$ cat config.mk
export PLATFORM = sky130hd
export DESIGN_NAME = lsu
export DESIGN_NICKNAME = d
export VERILOG_FILES = /design/src/rtl/lsu_pkg.sv /design/src/rtl/lsu_load_fmt.sv /design/src/rtl/lsu.sv
export SDC_FILE = /design/constraint.sdc
export NUM_CORES = 1
export LEC_CHECK = 0
export BUFFER_PORTS_ARGS = -buffer_cell sky130_fd_sc_hd__buf_2
export CAP_MARGIN = 20
export CORE_ASPECT_RATIO = 1.1
export CORE_MARGIN = 1
export CORE_UTILIZATION = 45
export DETAILED_ROUTE_END_ITERATION = 16
export PLACE_DENSITY = 0.85
export SLEW_MARGIN = 20
export SYNTH_ARGS = -nofsm -noshare
export SYNTH_HDL_FRONTEND = slang
export SYNTH_SLANG_ARGS = --single-unit
$ cat constraint.sdc
create_clock -name clk -period 2.5 [get_ports clk]
set_input_delay 0.125 -clock clk [delete_from_list [all_inputs] [get_ports clk]]
set_output_delay 0.125 -clock clk [all_outputs]
set_load 0.01 [all_outputs]
$ cat src/rtl/lsu_pkg.sv
// Shared definitions for the load/store unit: opcodes, funct3 size codes,
// FSM state encoding and the access-size decode used by store lanes and
// misalignment detection.
package lsu_pkg;

    localparam logic [6:0] OPC_LOAD  = 7'b0000011;
    localparam logic [6:0] OPC_STORE = 7'b0100011;

    localparam logic [2:0] F3_B  = 3'b000;
    localparam logic [2:0] F3_H  = 3'b001;
    localparam logic [2:0] F3_W  = 3'b010;
    localparam logic [2:0] F3_BU = 3'b100;
    localparam logic [2:0] F3_HU = 3'b101;

    typedef enum logic [1:0] {
        ST_IDLE = 2'd0,
        ST_REQ  = 2'd1,
        ST_WAIT = 2'd2,
        ST_DONE = 2'd3
    } lsu_state_e;

    typedef enum logic [1:0] {
        SZ_BYTE = 2'd0,
        SZ_HALF = 2'd1,
        SZ_WORD = 2'd2
    } lsu_size_e;

    // Access size from direction and funct3; unlisted codes fall back to word.
    function automatic lsu_size_e access_size(input logic we, input logic [2:0] f3);
        lsu_size_e sz;
        sz = SZ_WORD;
        if (we) begin
            if (f3 == F3_B)      sz = SZ_BYTE;
            else if (f3 == F3_H) sz = SZ_HALF;
        end else begin
            if ((f3 == F3_B) || (f3 == F3_BU))      sz = SZ_BYTE;
            else if ((f3 == F3_H) || (f3 == F3_HU)) sz = SZ_HALF;
        end
        return sz;
    endfunction

endpackage

$ cat src/rtl/lsu_load_fmt.sv
// Load data formatter: selects the addressed byte/half of the returned word
// and sign- or zero-extends it according to funct3.
module lsu_load_fmt
    import lsu_pkg::*;
(
    input  logic [31:0] i_rdata,
    input  logic [1:0]  i_addr_lo,
    input  logic [2:0]  i_funct3,
    output logic [31:0] o_data
);

    logic [7:0]  w_byte;
    logic [15:0] w_half;

    // Lane selection and extension.
    always_comb begin
        w_byte = 8'h00;
        w_half = 16'h0000;
        o_data = i_rdata;
        case (i_addr_lo)
            2'd0:    w_byte = i_rdata[7:0];
            2'd1:    w_byte = i_rdata[15:8];
            2'd2:    w_byte = i_rdata[23:16];
            default: w_byte = i_rdata[31:24];
        endcase
        w_half = i_addr_lo[1] ? i_rdata[31:16] : i_rdata[15:0];
        case (i_funct3)
            F3_B:    o_data = {{24{w_byte[7]}}, w_byte};
            F3_BU:   o_data = {24'h000000, w_byte};
            F3_H:    o_data = {{16{w_half[15]}}, w_half};
            F3_HU:   o_data = {16'h0000, w_half};
            default: o_data = i_rdata;
        endcase
    end

endmodule

$ cat src/rtl/lsu.sv
// Load/store unit: one single-beat data-memory transaction at a time with a
// REQ/WAIT timeout. Optional macro LSU_MISALIGN_TRAP_EN turns misaligned
// half/word accesses into an immediate completion with misalign_o set
// instead of issuing a bus request.
module lsu
    import lsu_pkg::*;
#(
    parameter int unsigned XLEN     = 32,
    parameter int unsigned WAIT_MAX = 255,
    parameter int unsigned CNT_W    = 8
) (
    input  logic            clk,
    input  logic            rst_n,
    input  logic            valid_i,
    input  logic [6:0]      opcode,
    input  logic [2:0]      funct3,
    input  logic [XLEN-1:0] alu_out,
    input  logic [XLEN-1:0] rs2_data,
    output logic            busy_o,
    output logic            done_o,
    output logic [XLEN-1:0] load_out,
    output logic            bus_err_o,
    output logic            misalign_o,
    output logic            mem_req,
    output logic            mem_we,
    output logic [XLEN-1:0] mem_addr,
    output logic [XLEN-1:0] mem_wdata,
    output logic [3:0]      mem_wstrb,
    input  logic            mem_gnt,
    input  logic            mem_rvalid,
    input  logic [XLEN-1:0] mem_rdata
);

    lsu_state_e      r_state;
    lsu_state_e      w_next;
    logic            w_is_load;
    logic            w_is_store;
    logic            w_accept;
    logic            w_busy;
    logic            w_timeout;
    logic            w_err_exit;
    logic            w_misalign;
    lsu_size_e       w_size;
    logic [XLEN-1:0] w_wdata;
    logic [3:0]      w_wstrb;
    logic [XLEN-1:0] w_fmt;

    logic [XLEN-1:0] r_addr;
    logic [XLEN-1:0] r_wdata;
    logic [3:0]      r_wstrb;
    logic            r_we;
    logic [2:0]      r_funct3;
    logic [CNT_W-1:0] r_cnt;
    logic [XLEN-1:0] r_load_out;
    logic            r_bus_err;

    assign w_is_load  = (opcode == OPC_LOAD);
    assign w_is_store = (opcode == OPC_STORE);
    assign w_accept   = (r_state == ST_IDLE) && valid_i && (w_is_load || w_is_store);
    assign w_timeout  = (r_cnt == CNT_W'(WAIT_MAX - 1));
    assign w_size     = access_size(w_is_store, funct3);

`ifdef LSU_MISALIGN_TRAP_EN
    assign w_misalign = ((w_size == SZ_HALF) && alu_out[0]) ||
                        ((w_size == SZ_WORD) && (alu_out[1:0] != 2'b00));
`else
    assign w_misalign = 1'b0;
`endif

    // Store lane generation from the incoming address and data.
    always_comb begin
        w_wstrb = 4'b1111;
        w_wdata = rs2_data;
        case (w_size)
            SZ_BYTE: begin
                w_wstrb = 4'b0001 << alu_out[1:0];
                w_wdata = {4{rs2_data[7:0]}};
            end
            SZ_HALF: begin
                w_wstrb = 4'b0011 << {alu_out[1], 1'b0};
                w_wdata = {2{rs2_data[15:0]}};
            end
            default: begin
                w_wstrb = 4'b1111;
                w_wdata = rs2_data;
            end
        endcase
    end

    // State register.
    always_ff @(posedge clk or negedge rst_n) begin
        if (!rst_n) r_state <= ST_IDLE;
        else        r_state <= w_next;
    end

    // Next-state, stall request and timeout-exit decode.
    always_comb begin
        w_next     = r_state;
        w_busy     = 1'b0;
        w_err_exit = 1'b0;
        case (r_state)
            ST_IDLE: begin
                if (w_accept) begin
                    w_busy = 1'b1;
                    w_next = w_misalign ? ST_DONE : ST_REQ;
                end
            end
            ST_REQ: begin
                w_busy = 1'b1;
                if (mem_gnt) begin
                    w_next = r_we ? ST_DONE : ST_WAIT;
                end else if (w_timeout) begin
                    w_next     = ST_DONE;
                    w_err_exit = 1'b1;
                end
            end
            ST_WAIT: begin
                w_busy = 1'b1;
                if (mem_rvalid) begin
                    w_next = ST_DONE;
                end else if (w_timeout) begin
                    w_next     = ST_DONE;
                    w_err_exit = 1'b1;
                end
            end
            default: begin
                w_next = ST_IDLE;
            end
        endcase
    end

    // Request latch, timeout counter, load result and error flag.
    always_ff @(posedge clk or negedge rst_n) begin
        if (!rst_n) begin
            r_addr     <= '0;
            r_wdata    <= '0;
            r_wstrb    <= 4'b0000;
            r_we       <= 1'b0;
            r_funct3   <= 3'b000;
            r_cnt      <= '0;
            r_load_out <= '0;
            r_bus_err  <= 1'b0;
        end else begin
            if (w_accept) begin
                r_addr   <= alu_out;
                r_we     <= w_is_store;
                r_funct3 <= funct3;
                r_wdata  <= w_is_store ? w_wdata : '0;
                r_wstrb  <= w_is_store ? w_wstrb : 4'b0000;
                r_cnt    <= '0;
            end else if ((r_state == ST_REQ) || (r_state == ST_WAIT)) begin
                r_cnt <= r_cnt + CNT_W'(1);
            end
            if ((r_state == ST_WAIT) && mem_rvalid) begin
                r_load_out <= w_fmt;
            end
            r_bus_err <= w_err_exit;
        end
    end

`ifdef LSU_MISALIGN_TRAP_EN
    logic r_misalign;

    // Misalignment flag, set on the accept that skips the bus.
    always_ff @(posedge clk or negedge rst_n) begin
        if (!rst_n) r_misalign <= 1'b0;
        else        r_misalign <= w_accept && w_misalign;
    end

    assign misalign_o = r_misalign;
`else
    assign misalign_o = 1'b0;
`endif

    lsu_load_fmt u_load_fmt (
        .i_rdata   (mem_rdata),
        .i_addr_lo (r_addr[1:0]),
        .i_funct3  (r_funct3),
        .o_data    (w_fmt)
    );

    assign busy_o    = w_busy;
    assign done_o    = (r_state == ST_DONE);
    assign bus_err_o = r_bus_err;
    assign load_out  = r_load_out;
    assign mem_req   = (r_state == ST_REQ);
    assign mem_we    = r_we;
    assign mem_addr  = {r_addr[XLEN-1:2], 2'b00};
    assign mem_wdata = r_wdata;
    assign mem_wstrb = r_wstrb;

endmodule

* Word-level counts from Yosys, hierarchy flattened
Index checks and enable logic that the tools add are counted.
Storage, ports and cells: ROM bits 0, register bits after elaboration 115, output and inout port bits 106, bits of input ports 111, memories kept 0, RAM bits 0, latch bits 0, word-level logic and storage cells 68
Operators by class: bitwise logic cells 0, shift-type cells 2, multiply operators 0, $add $sub $neg 1, equal/unequal tests 16, reductions and logical operators 14, $lt $le $gt $ge 0, div/mod/pow operators 0, multiplexer cells 26
Operator list (count):
- case mux 32 bit (4 select lines) | 1
- case mux 32 bit (2 select lines) | 1
- two-way mux 32 bit | 1
- case mux 8 bit (3 select lines) | 1
- two-way mux 2 bit | 9
- two-way mux 16 bit | 1
- two-way mux 8 bit | 2
- equality test 3 bit, second input constant | 4
- adder 8 x 1 -> 8 bit, second input constant | 1
- equality test 8 bit, second input constant | 1
- case mux 4 bit (2 select lines) | 1
- equality test 7 x 2 -> 1 bit, second input constant | 1
- equality test 7 x 6 -> 1 bit, second input constant | 1
- equality test 2 x 1 -> 1 bit, second input constant | 3
- equality test 2 bit, second input constant | 3
- equality test 3 x 1 -> 1 bit, second input constant | 2
- zero test 2 bit | 3
- zero test 3 bit | 2
- case mux 2 bit (3 select lines) | 1
- two-way mux 1 bit | 5
- logical OR 1 bit | 4
- two-way mux 4 bit | 1
- case mux 1 bit (2 select lines) | 2
- << shifter 1 x 2 -> 4 bit, first input constant | 1
- other kinds (5) | 7

* Logic depth before layout (Yosys ltp)
Gate-level depths: netlist of the first run.
word-level depth 8, mapped depth 8, gate-level depth less buffers 6

* Modules after synthesis
From an unflattened synthesis of the first run, not the netlist that was laid out.
Unflattened totals: cell total of the unflattened synthesis 624, area total of the unflattened synthesis 6100.9 µm²
Modules (own cells, without submodules):
- lsu | instances 1, sequential area each 2877.8 µm², cells each 491, area each 5131.2 µm²
- lsu_load_fmt | instances 1, sequential area each 0.0 µm², cells each 133, area each 969.7 µm²

* Worst setup path before layout of the first run
OpenSTA, ideal clock, no wires.
path type reg-to-reg, start reg r_state[0], end reg r_wstrb[1] (netlist: mem_wstrb[1]), path buffers 2, data arrival time 1.773 ns, setup slack 0.606 ns, stages on the path, launching flop included 8, period minus slack after synthesis 1.894 ns, required time 2.379 ns, library setup time 0.121 ns, path through dfrtp_1 -> inv_1 -> ha_1 -> inv_1 -> or4_1 -> clkbuf_1 -> buf_2 -> a22o_1
Between the ends: word-level cells in the longest chain between the ends 3
Ends and longest elaborated chain:
- start: declaration | line lsu.sv:34 | lsu_state_e r_state;
- start signal: assignment | line lsu.sv:93 | else r_state <= w_next;
- zero test 2 bit | line lsu.sv:59 | assign w_accept = (r_state == ST_IDLE) && valid_i && (w_is_load || w_is_store);
- logical AND 1 bit (2 in series) | line lsu.sv:59
- end signal: assignment | line lsu.sv:149 | r_wstrb <= w_is_store ? w_wstrb : 4'b0000;
- end: declaration | line lsu.sv:50 | logic [3:0] r_wstrb;
Every way passes these cells. A chain may end at the register's enable or synchronous reset.

* Final worst setup path of the first run
start reg r_state[0], end out busy_o
Between the ends: word-level cells in the longest chain between the ends 5, elaborated cells on any way between the ends 8, those cells by class 2 x eq/ne; 2 x mux; 4 x reduce/logical
Ends and longest elaborated chain:
- zero test 2 bit | line lsu.sv:59, lsu.sv:101
- logical AND 1 bit (2 in series) | line lsu.sv:59
- two-way mux 1 bit | line lsu.sv:103 | if (w_accept) begin
- case mux 1 bit (2 select lines) * | line lsu.sv:101 | case (r_state)
- end: declaration | line lsu.sv:19 | output logic busy_o,
Every way passes the cells marked *; elsewhere a longest branch is shown, timed or not.

==> results of run 1 <==
-- synthesized netlist by cell type, types with 5 or more instances --
cell type,number
nand2_1,185
dfrtp_1,115
o21ai_0,55
nand3_1,38
buf_4,33
clkbuf_1,28
a21oi_1,25
nor2_1,20
mux2_2,15
nand3_2,10
buf_2,9
nand3b_1,9
nand4_1,9
inv_1,7
a21o_1,6
ha_1,6
mux2i_1,5
nand2b_1,5
o211ai_1,5
-- stage by stage --
| stage | setup WS (ns) | hold slack, ns | utilization [%] | power (mW) |
|---|---|---|---|---|
| 2_1_floorplan | 0.6056 | -0.1706 | - | 3.932 |
| 3_3_place_gp | 0.4384 | 0.2363 | 54.69 | 4.589 |
| 3_5_place_dp | 0.3585 | 0.2441 | 54.69 | 4.666 |
| 4_1_cts | 0.1099 | 0.0001767 | 63.84 | 7.286 |
| 5_1_grt | 0.1260 | 0.01687 | 64.17 | 7.711 |
| 6_report | 0.3029 | 0.01061 | 64.17 | 7.277 |
-- area by class of cell --
cell class	count	share of cell area [%]
clock buffers	21	5.885
multi-input cells	437	30.53
clock inverters	9	1.983
repair buffers	278	22.02
flip-flops and latches	115	36.78
inverters	7	0.3358
well taps	154	2.463
-- layer usage --
metal	GRT usage [%]	vias up	wire length, um
li1	-	2537	-
met1	31.87	2646	6823
met2	43.59	257	8243
met4	10.25	0	354
met3	7.713	29	1379
met5	0	-	0
-- power by group through the flow --
stage	Sequential (mW)	Clock, mW	Combinational [mW]
after floorplan	2.76	0	1.18
after global routing	2.71	2.66	2.34
final	2.65	2.54	2.09
after detailed placement	2.66	0	2.01
after global placement	2.65	0	1.94
after CTS	2.64	2.57	2.07
-- worst paths after layout --
kind,start,to,cells past startpoint
setup / recovery,r_state[0]$_DFFE_PN0P_,busy_o,8
hold / removal,rs2_data[2],mem_wdata[2]$_DFFE_PN0N_,3
setup reg to reg,r_state[0]$_DFFE_PN0P_,mem_wstrb[3]$_DFFE_PN0N_,6
hold reg to reg,r_addr[10]$_DFFE_PN0N_,r_addr[10]$_DFFE_PN0N_,2
max in group asynchronous,rst_n,r_addr[0]$_DFFE_PN0N_,3
min in group asynchronous,rst_n,load_out[13]$_DFFE_PN0P_,2
-- kinds of logic (layout without fill, tap and decap cells) --
kind of cell | Yosys count | after routing | share of synthesized area [%]
compound gates | 111 | 111 | 11.25
xor+xnor | 5 | 5 | 0.7692
fa+ha+maj | 6 | 6 | 1.319
buf+inv | 81 | 315 | 7.978
flops | 115 | 115 | 50.55
mux | 23 | 23 | 4.769
other cells | 1 | 3 | 0.06587
simple gates | 289 | 289 | 23.30
-- repair_timing --
action	CTS	global route
hold endpoints to repair	104	0
endpoints found under the setup margin	0	1
buffers inserted	0	1
resized for setup	0	2
hold buffers	50	0
-- critical path: cells and delay by family, from the launching register on --
kind                       cells  cell delay, ns
adders and majority gates      1            0.20
DFF                            1            0.42
buffers and inverters          4            0.73
and+or+nand+nor                3            0.33
-- placed cells by master (no fill, tap or decap), types with 4 or more instances in the layout --
cell / instances
ha_1: 6
a21oi_1: 25
bufinv_16: 4
nand2b_1: 5
a21o_1: 6
buf_2: 212
xor2_1: 4
a22o_1: 4
nand3_1: 38
nor2_1: 20
nand3b_1: 9
o21ai_0: 55
mux2i_1: 5
nand2_1: 185
nand4_1: 9
o211ai_1: 5
dlygate4sd3_1: 50
inv_1: 7
clkbuf_16: 17
buf_4: 13
mux2_2: 15
dfrtp_1: 115
nand3_2: 10
-- registers in the layout (all words and copies together) (netlist names) --
| register | count |
|---|---|
| r_addr | 32 |
| r_state | 2 |
| mem_wstrb | 4 |
| mem_we | 1 |
| mem_wdata | 32 |
| r_funct3 | 3 |
| r_cnt | 8 |
| load_out | 32 |
| bus_err_o | 1 |
==> impl_metrics.py, run 1 <==
metrics = {
    "power_and_ir_drop": {
        "p_leak_nw": 4.106,
        "seqPwrFrac_pct": 36.4,
        "combPwrFrac_pct": 28.7,
        "p_int_mw": 4.944,
        "swShare_pct": 32.06,
        "p_switching_mw": 2.333,
        "irDropWorstVdd_mv": 0.4984,
        "pwr-share-clk_pct": 34.9,
        "p_per_area_nw_per_um2": 930.1,
    },
    "logic_synthesis": {
        "postSynthAreaPerCell_um2": 9.022,
        "synth.area.top_cells": "dfrtp_1 51%, nand2_1 12%, o21ai_0 4.8%",
        "ys_ff_latch": 115,
        "syn_inst": 631,
        "yosys_warnings": 0,
        "ys_types": 46,
        "yosysTopAreaCell": "dfrtp_1",
        "netlist_area_um2": 5693,
        "synthArstFlopShare_pct": 100.0,
        "synth.top_cell.area_share_pct": 50.55,
        "yosysSeqAreaShare_pct": 50.55,
        "synth-main-ff-cell": "dfrtp_1",
        "synth_edf_count": 0,
    },
    "global_route": {
        "grt-ovfl-total": 0,
        "grt_pass1_wl_mm": 26.61,
        "antenna_found_initial": 0,
        "grt_pass1_vias": 5523,
        "grt_max_degree": 76,
        "grt_use_total_pct": 26.29,
    },
    "cts": {
        "clk_latency_ns": 0.40,
        "cts_buffer_depth": 2,
        "clkTransAtPathRegs_ns": 0.06,
        "cts_root_buf": "clkbuf_16",
        "htree_num_levels": 4,
        "cts_sinks": 115,
        "cts_made_buffers": 17,
        "tritoncts": "yes",
    },
    "routing": {
        "drt_iter0_markers": 449,
        "drt_wl_total_mm": 16.80,
        "via_per_inst": 5.357,
        "drc": 0,
        "final_antenna_net_count": 0,
        "wire_per_inst_um": 16.45,
        "dr.pass1.iters": 5,
        "num_vias": 5469,
    },
    "placed_design": {
        "place.gp.congestion": 0.8172,
        "place_hpwl_mm": 10.64,
        "place_area_um2": 6668,
        "dpl.cell_count": 939,
        "portBuffers": 213,
    },
    "setup_path": {
        "critPathMaxStageDelay_ns": 0.42,
        "r2r_setup_slack_ns": 0.33,
        "critPathMaxFanout": 38,
        "cp-start-kind": "flip-flop",
        "arrival_ns": 2.07,
        "crit_type": "reg2out",
        "critPathRequiredTime_ns": 2.38,
        "cp_cell_sequence": "inv_1, ha_1, inv_1, nor4_4, bufbuf_16, nor2_1, nor2_1, buf_2",
        "end_kind": "output pin",
        "crit_slowest_cell": "dfrtp_1",
    },
    "sta": {
        "skew_ns": 0.007099,
        "finalSetupViolCount": 0,
        "relSlewSlack_pct": 46.99,
        "period_needed_ns": 2.197,
        "fin_crit_sh_pct": 87.89,
        "worst_pin_slew_ns": 0.7952,
        "setup_tns_ns": 0,
        "report.final.slew_viol_count": 0,
        "fmax_mhz": 455.1,
        "rsz0062_at_grt": "no",
        "finalHoldViolCount": 0,
    },
    "final_layout": {
        "drive_gt1_share_pct": 33.56,
        "insertedDiodeCount": 0,
        "multiInputGateArea_um2": 2389,
        "final_area_um2": 7824,
        "fin_cells": 1021,
        "fin_nets": 973,
        "regArea_um2": 2878,
        "n_fill_cell": 996,
        "syn2layout_area_growth_pct": 37.43,
    },
    "floorplan": {
        "initial_core_util_pct": 46.70,
        "fp.dieW_um": 109.2,
        "rows": 42,
        "pin_count": 217,
        "core_area_um2": 12190,
        "die_y_um": 120.0,
        "die_area_um2": 13110,
    },
    "outcome": {
        "run_status": "finished clean",
    },
    "worst_hold_path": {
        "min_path_type": "in2reg",
    },
    "run": {
        "drv_cap": 0,
    },
}
Note: power is estimated with default switching activity, not from simulation.
==> run 2, diff against run 1 <==
--- a/config.mk
+++ b/config.mk
@@ -11,7 +11,7 @@
 export CORE_MARGIN = 1
 export CORE_UTILIZATION = 45
 export DETAILED_ROUTE_END_ITERATION = 16
-export PLACE_DENSITY = 0.85
+export PLACE_DENSITY = 0.79
 export SLEW_MARGIN = 20
 export SYNTH_ARGS = -nofsm -noshare
 export SYNTH_HDL_FRONTEND = slang
==> run 2 against run 1 <==
  * Final area decreased by 0.62%
  * Final cell count increased by 0.49%
  * Via count decreased by 2.0%
  * Global-route usage decreased by 1.3 points
  * Combinational power about the same
  * Non-clock buffer count increased by 3
  * Sequential cell count unchanged
  * Critical path depth unchanged
  * Routed wire length decreased by 4.3%
  * Clock power decreased by 13%
  * Critical path type unchanged
  * Largest cell class unchanged
  * Largest power group unchanged
  * Highest routed layer unchanged
==> impl_metrics.py, run 2 (same netlist as run 1, synthesis figures left out) <==
metrics = {
    "outcome": {
        "run_status": "finished clean",
    },
    "power_and_ir_drop": {
        "p_per_area_nw_per_um2": 891.5,
        "p_leak_nw": 4.069,
        "irDropWorstVdd_mv": 0.5610,
    },
    "placed_design": {
        "place.gp.congestion": 0.8741,
        "place_hpwl_mm": 10.71,
        "portBuffers": 213,
        "place_area_um2": 6684,
    },
    "routing": {
        "via_per_inst": 5.221,
        "final_antenna_net_count": 0,
        "drc": 0,
        "num_vias": 5357,
        "drt_iter0_markers": 416,
        "drt_wl_total_mm": 16.08,
        "dr.pass1.iters": 4,
        "wire_per_inst_um": 15.67,
    },
    "cts": {
        "cts_setup_buffers": 0,
        "tritoncts": "yes",
        "cts_root_buf": "clkbuf_16",
        "cts_made_buffers": 17,
        "clkTransAtPathRegs_ns": 0.06,
        "cts_buffer_depth": 2,
        "htree_num_levels": 4,
        "cts_sinks": 115,
        "clk_latency_ns": 0.41,
    },
    "floorplan": {
        "die_area_um2": 13110,
        "core_area_um2": 12190,
        "fp.dieW_um": 109.2,
        "die_y_um": 120.0,
        "pin_count": 217,
        "initial_core_util_pct": 46.70,
        "rows": 42,
    },
    "sta": {
        "finalSetupViolCount": 0,
        "fin_crit_sh_pct": 91.64,
        "whs_ns": 0.008410,
        "setup_tns_ns": 0,
        "fmax_mhz": 436.5,
        "relSlewSlack_pct": 47.96,
        "worst_pin_slew_ns": 0.7806,
        "report.final.slew_viol_count": 0,
        "rsz0062_at_grt": "no",
        "skew_ns": 0.01159,
        "finalHoldViolCount": 0,
        "period_needed_ns": 2.291,
    },
    "global_route": {
        "grt_max_degree": 73,
        "grt_pass1_vias": 5218,
        "grt-ovfl-total": 0,
        "antenna_found_initial": 0,
        "grt_use_total_pct": 25.03,
        "grt_pass1_wl_mm": 25.32,
    },
    "worst_hold_path": {
        "min_path_type": "in2reg",
    },
    "final_layout": {
        "regArea_um2": 2878,
        "postLayoutCoreUtil_pct": 63.77,
        "drive_gt1_share_pct": 33.60,
        "n_fill_cell": 1004,
        "multiInputGateArea_um2": 2376,
        "insertedDiodeCount": 0,
        "fin_nets": 976,
        "mostFrequentLayoutCell": "buf_2",
        "syn2layout_area_growth_pct": 36.57,
        "final_area_um2": 7775,
        "most-common-layout-cells": "212 x buf_2, 185 x nand2_1, 115 x dfrtp_1, 55 x o21ai_0, 54 x dlygate4sd3_1",
    },
    "setup_path": {
        "arrival_ns": 2.17,
        "cp-start-kind": "flip-flop",
        "end_kind": "output pin",
        "critPathRequiredTime_ns": 2.38,
        "critPathMaxFanout": 37,
        "cp_top_family": "buffers and inverters",
        "critPathMaxStageDelay_ns": 0.42,
        "crit_slowest_cell": "dfrtp_1",
        "crit_type": "reg2out",
        "cp_cell_sequence": "inv_1, ha_1, inv_1, nor4_2, buf_12, nor2_1, nor2_1, buf_2",
        "critPathBufInv": 4,
    },
    "run": {
        "drv_cap": 0,
    },
}
==> run 2: cell types whose count changed in the layout (fill, tap and decap cells not counted), sizes merged <==
cell	before	now
bufinv	4	0
bufbuf	1	0
dlygate4sd3	50	54
clkinvlp	1	4
clkbuf	21	17
inv	7	14
==> run 2: final timing paths <==
| check | startpoint | endpoint | slack [ns] | cells past startpoint |
|---|---|---|---|---|
| setup / recovery | r_state[0]$_DFFE_PN0P_ | busy_o | 0.21 | 8 |
| hold / removal | mem_rdata[17] | load_out[17]$_DFFE_PN0P_ | 0.008 | 3 |
| setup reg to reg | r_state[0]$_DFFE_PN0P_ | mem_wstrb[3]$_DFFE_PN0N_ | 0.31 | 6 |
| hold reg to reg | r_addr[7]$_DFFE_PN0N_ | r_addr[7]$_DFFE_PN0N_ | 0.47 | 2 |
| max in group asynchronous | rst_n | mem_wdata[0]$_DFFE_PN0N_ | 1.51 | 3 |
| min in group asynchronous | rst_n | r_addr[23]$_DFFE_PN0N_ | 0.28 | 2 |
==> run 2: metal layers <==
| metal | up-vias | wire length [um] | GRT usage [%] |
|---|---|---|---|
| met2 | 258 | 8000 | 43.36 |
| li1 | 2551 | - | - |
| met4 | 0 | 400 | 8.750 |
| met1 | 2515 | 6436 | 29.55 |
| met5 | - | 0 | 0 |
| met3 | 33 | 1237 | 6.627 |
==> run 2: worst min-delay path, delay by kind of cell <==
| kind | cells | cell delay (ns) |
|---|---|---|
| simple gates | 2 | 0.15 |
| buf+inv | 1 | 0.10 |
==> run 2: through the flow <==
step	instances	power, mW	setup slack (ns)
6_report	1026	6.932	0.2091
3_3_place_gp	940	4.595	0.4351
4_1_cts	1026	6.973	0.2038
5_1_grt	1026	7.368	0.07899
3_5_place_dp	940	4.654	0.3923
2_1_floorplan	633	3.932	0.6056
==> run 2: power by group <==
part           internal (mW)  leakage, nW  switching [mW]
registers               2.34         1.51           0.294
logic                  0.900         2.30            1.18
clock network           1.29        0.260           0.932
==> run 2: final cells by class <==
cell class              count  share of cell area [%]
multi-input cells         437                   30.56
repair buffers            281                   22.53
clock buffers              17                   5.472
inverters                   7                  0.3379
clock inverters            15                   1.609
flip-flops and latches    115                   37.01
well taps                 154                   2.478
==> run 2: repair_timing <==
item	CTS	global route
hold buffers	54	0
resized for setup	0	0
hold endpoints to repair	95	0
